<file path="src/rtl/twiddle_fetch.sv">
// twiddle_fetch: twiddle ROM read controller for an R2^2SDF stage; aligns ROM word and sample with a valid flag.
// Define TWIDDLE_INV_EN to add i_inverse, which selects conjugate (IFFT) twiddles.
module twiddle_fetch #(
  parameter int DWIDTH        = 32,
  parameter int N_LOG         = 4,
  parameter int ROM_DEPTH_LOG = 9
) (
  input  logic                     i_clk,
  input  logic                     i_rstn,
  input  logic                     i_valid,
  input  logic                     i_sync,
  input  logic [DWIDTH-1:0]        i_data,
`ifdef TWIDDLE_INV_EN
  input  logic                     i_inverse,
`endif
  output logic [ROM_DEPTH_LOG-1:0] o_rom_addr,
  input  logic [DWIDTH-1:0]        i_rom_data,
  output logic                     o_valid,
  output logic [DWIDTH-1:0]        o_twiddle,
  output logic [DWIDTH-1:0]        o_data,
  output logic                     o_last
);
  logic [N_LOG-1:0]         n_q, n_use, e;
  logic [1:0]               q;
  logic [N_LOG-3:0]         k;
  logic [ROM_DEPTH_LOG-1:0] a, a_d;
  logic [DWIDTH-1:0]        d1_q;
  logic                     v1_q, l1_q;
  // quadrant multiplier {0,2,1,3} is the quadrant index with its bits swapped
  always_comb begin
    n_use = i_sync ? '0 : n_q;
    q     = n_use[N_LOG-1:N_LOG-2];
    k     = n_use[N_LOG-3:0];
    e     = N_LOG'(k) * N_LOG'({q[0], q[1]});
    a     = ROM_DEPTH_LOG'(e) << (ROM_DEPTH_LOG - N_LOG);
`ifdef TWIDDLE_INV_EN
    a_d   = i_inverse ? -a : a;
`else
    a_d   = a;
`endif
  end
  always_ff @(posedge i_clk or negedge i_rstn)
    if (!i_rstn) begin
      n_q        <= '0;
      v1_q       <= 1'b0;
      l1_q       <= 1'b0;
      d1_q       <= '0;
      o_rom_addr <= '0;
      o_twiddle  <= '0;
      o_data     <= '0;
      o_valid    <= 1'b0;
      o_last     <= 1'b0;
    end else begin
      if (i_valid) begin
        n_q        <= n_use + N_LOG'(1);
        o_rom_addr <= a_d;
        d1_q       <= i_data;
        l1_q       <= &n_use;
      end else if (i_sync) begin
        n_q        <= '0;
      end
      v1_q <= i_valid;
      if (v1_q) begin
        o_twiddle <= i_rom_data;
        o_data    <= d1_q;
      end
      o_valid <= v1_q;
      o_last  <= v1_q & l1_q;
    end
endmodule

</file>
<file path="config.mk">
export PLATFORM = sky130hd
export DESIGN_NAME = twiddle_fetch
export DESIGN_NICKNAME = d
export VERILOG_FILES = /design/src/rtl/twiddle_fetch.sv
export SDC_FILE = /design/constraint.sdc
export NUM_CORES = 1
export LEC_CHECK = 0
export BUFFER_PORTS_ARGS = -buffer_cell sky130_fd_sc_hd__buf_2
export CORE_MARGIN = 2
export CORE_UTILIZATION = 30
export CTS_BUF_LIST = sky130_fd_sc_hd__clkbuf_8
export CTS_CLUSTER_SIZE = 30
export DETAILED_ROUTE_END_ITERATION = 16
export PLACE_DENSITY = 0.51
export SLEW_MARGIN = 20
export SYNTH_ARGS = -nofsm -noshare
export SYNTH_HDL_FRONTEND = slang
export SYNTH_SLANG_ARGS = --single-unit
</file>
<file path="constraint.sdc">
create_clock -name i_clk -period 1.8 [get_ports i_clk]
set_input_delay 0.18 -clock i_clk [delete_from_list [all_inputs] [get_ports i_clk]]
set_output_delay 0.18 -clock i_clk [all_outputs]
set_load 0.02 [all_outputs]
</file>
## After elaboration in Yosys (flattened, before gate mapping)

Index checks and enable logic that the tools add are counted.

| cells by class | value |
|---|---|
| add/sub/neg operators | 1 |
| multiply operators | 1 |
| multiplexer cells | 2 |
| bitwise gates (word level) | 1 |
| reductions and logical operators | 1 |

Operators by type and width:

| operator | count |
|---|---|
| $mux W4 | 2 |
| $add A4 B1 Y4 const B | 1 |
| $mul A2 B2 Y4 | 1 |
| $reduce_and A4 Y1 | 1 |
| $and A1 B1 Y1 | 1 |

| word-level totals | value |
|---|---|
| bits in registers | 108 |
| bits of input ports | 68 |
| output and inout port bits | 75 |
| logic and storage cells | 15 |

## Depth between registers and ports, before layout

| logic depth | value |
|---|---|
| depth after elaboration | 3 |
| mapped depth | 5 |
| mapped depth without buffers | 5 |

## Worst setup path before layout

No wires, ideal clock.

| timing path | value |
|---|---|
| kind | register to register |
| start point | register n_q[2] |
| end point | register o_rom_addr[7] |
| setup time | 0.127 ns |
| data arrival time | 1.374 ns |
| required time | 1.673 ns |
| path slack | 0.299 ns |
| stages on the path, launching flop included | 6 |
| path buffers | 0 |
| period minus slack after synthesis | 1.501 ns |
| path through | dfrtp_1 -> nor2b_1 -> and2_1 -> ha_1 -> ha_1 -> mux2_1 |

| on the way | value |
|---|---|
| word-level cells in the longest chain between the ends | 2 |

Ends and longest elaborated chain:

| item | line | RTL |
|---|---|---|
| from (decl) | 23 | `logic [N_LOG-1:0] n_q, n_use, e;` |
| from (signal assigned) | 55 | `n_q <= n_use + N_LOG'(1);` |
| $mux W4 | -- |  |
| $mul A2 B2 Y4 | 34 | `e = N_LOG'(k) * N_LOG'({q[0], q[1]});` |
| named net e[2] | 23 |  |
| to (signal assigned) | 48 | `o_rom_addr <= '0;` |
| to (signal assigned) | 56 | `o_rom_addr <= a_d;` |
| to (decl) | 16 | `output logic [ROM_DEPTH_LOG-1:0] o_rom_addr,` |

The timed path passes the listed nets, and every way through them passes these cells.
A chain may end at the register's enable or synchronous reset.

## Final worst setup path

Same ends and word-level chain as after synthesis.

==> impl_metrics.toml <==
[outcome]
status = "finished, final reports clean"

[critical_path]
critPathKind = "reg2reg"
end_kind = "flop"
r2r_slack_ns = 0.23
reg2reg_from = "n_q[2]"
cp.required_ns = 2.06
cp_max_fo = 4
r2r-end = "o_rom_addr[7]"
start_kind = "flop"
worst_ep_arrival_time_ns = 1.83
rr_worst_depth = 5

[sta]
fin_crit_sh = 0.872
drv_slew = 0
setup_viol = 0
hold_viol = 0
worst_clock_skew_ns = 0.00797
fin_crit_ns = 1.57
max_freq_mhz = 637
setup_tns_ns = 0
timing.hold.ws_ns = 0.0351
rsz0062_at_grt = "false"

[route]
via_per_inst = 4.30
vias = 2554
drc = 0
wl_per_cell_um = 14.6
postRouteAntennaNets = 0
drt_iter0_drc = 53
wl_um = 8690
first_pass_iters = 2

[cells_and_area]
areaGrowthSynthToFinish_pct = 28.9
num-fill-cells = 1344
n_antenna_cell = 0
register_area_um2 = 2710
final_common_cell = "buf_2"
most-common-layout-cells = "buf_2, dfrtp_1, mux2_4"
multi_input_area_um2 = 1490
fin_nets = 482
drive_gt1_frac = 0.601

[die]
coreArea_um2 = 14000
die_w_um = 124
start_util = 0.310
die_area_um2 = 15500
fp.dieH_um = 124
io_pins = 143
num_rows = 43

[grt]
track_usage = 0.119
grt_pass1_vias = 2750
grt_overflow_total = 0
antenna_found_initial = 0
grt_pass1_wl_um = 14500
grt_max_degree = 46

[logic_synthesis]
async_reset_ff_frac = 1.00
synth_cells = 249
synth_top_area_frac = 0.622
mappedNetlistArea_um2 = 4350
ys_warn_count = 0
synth-seq-cells = 108
ys_seq_area_frac = 0.622
synthFlopType = "dfrtp_1"
synth_top_cell_by_area = "dfrtp_1"
netlist_top_cells_area = "dfrtp_1, mux2_4, mux2_2"
yosysUniqueCellTypes = 19
synth_edf_count = 0
avgSynthCellArea_um2 = 17.5

[power]
swShare = 0.270
internal-power_uw = 3870
peakVddDrop_v = 0.000551
combPwrFrac = 0.198
p_sw_uw = 1430
pwr-share-seq = 0.531
p_leak_uw = 0.00278
p_clk_frac = 0.271
powerDensity_nw_per_um2 = 947

[hold_path]
hold_path_class = "in2reg"
min_to = "d1_q[5]"
holdPathStages = 2
worstHoldStart = "i_data[5]"

[clock_tree]
cts_root_buf = "clkbuf_8"
cts_made_buffers = 9
post_cts_resize_count = 0
postCtsSetupBuffers = 0
cts_hold_buf = 20
clk_latency_ns = 0.37
clock_sinks = 108
cts_tree = "done"
clkTransAtPathRegs_ns = 0.10
clock_path_buffers = 2
cts-htree-levels = 3

[place]
place_hpwl_um = 5720
io_buffers = 137
gp_congestion = 0.701

[run]
drv_cap = 0
[final cells by class]
| type | instances | share of cell area |
|---|---|---|
| Timing Repair Buffer | 164 | 0.178 |
| Clock inverter | 4 | 0.00804 |
| Sequential cell | 108 | 0.483 |
| Tap cell | 180 | 0.0402 |
| Inverter | 2 | 0.00134 |
| Multi-Input combinational cell | 126 | 0.265 |
| Clock buffer | 10 | 0.0246 |
[power by group through the flow]
stage,Combinational [uW],Clock (uW),Sequential [uW]
finish,1050,1440,2820
CTS,1070,1550,2820
floorplan,438,0,3080
detailed placement,1030,0,2870
global placement,1020,0,2860
global route,1130,1640,2860
[cell usage after synthesis, types with 2 or more instances]
cell type  number
ha_1            3
mux2_4         49
dfrtp_1       108
mux2_1          7
inv_1           2
nor2b_1         4
nand2_1         2
buf_4           5
buf_6          11
xnor2_1         2
mux2_2         45
and2_1          4
[logic make-up (layout without fill, tap and decap cells)]
family          after synthesis  in the layout  synth area share
compound gates                2              2           0.00374
xor+xnor                      2              2           0.00403
fa+ha+maj                     3              3           0.00864
buf+inv                      19            180            0.0400
flops                       108            108             0.622
mux                         101            101             0.304
other cells                   1              5          0.000863
simple gates                 13             13            0.0170
[worst max path at each step]
stage,start,slack (ns),cells past startpoint,end
floorplan,n_q[2],0.30,5,o_rom_addr[7]
global placement,n_q[2],0.26,5,o_rom_addr[7]
CTS,n_q[2],0.21,5,o_rom_addr[7]
global route,n_q[2],0.14,5,o_rom_addr[7]
finish,n_q[2],0.23,5,o_rom_addr[7]
detailed placement,n_q[2],0.22,5,o_rom_addr[7]
[per-stage QoR]
stage,total power [uW],instances,worst slack (ns),utilization,area [um2]
3_3_place_gp,3880,558,0.261,0.370,5200
3_5_place_dp,3900,558,0.225,0.370,5200
2_1_floorplan,3520,253,0.299,-,4360
4_1_cts,5440,592,0.212,0.398,5580
5_1_grt,5620,594,0.138,0.399,5600
6_report,5310,594,0.230,0.399,5600
[registers in the layout, summed over array words and instances (netlist names)]
signal,cells
d1_q,32
v1_q,1
o_twiddle,32
o_valid,1
l1_q,1
n_q,4
o_last,1
o_data,32
o_rom_addr,4
[critical path: stages (launching register included)]
cell and delay (ns):
dfrtp_1 0.39, nor2b_1 0.17, and2_1 0.17, ha_1 0.19, ha_1 0.26, mux2_1 0.28
[routing by layer]
layer,vias to the layer above,global-route usage,routed length (um)
li1,1169,-,-
met1,1310,0.150,3840
met2,67,0.191,4290
met3,8,0.0417,433
met4,0,0.0397,118
met5,-,0,0
Note: power is estimated with default switching activity, not from simulation.
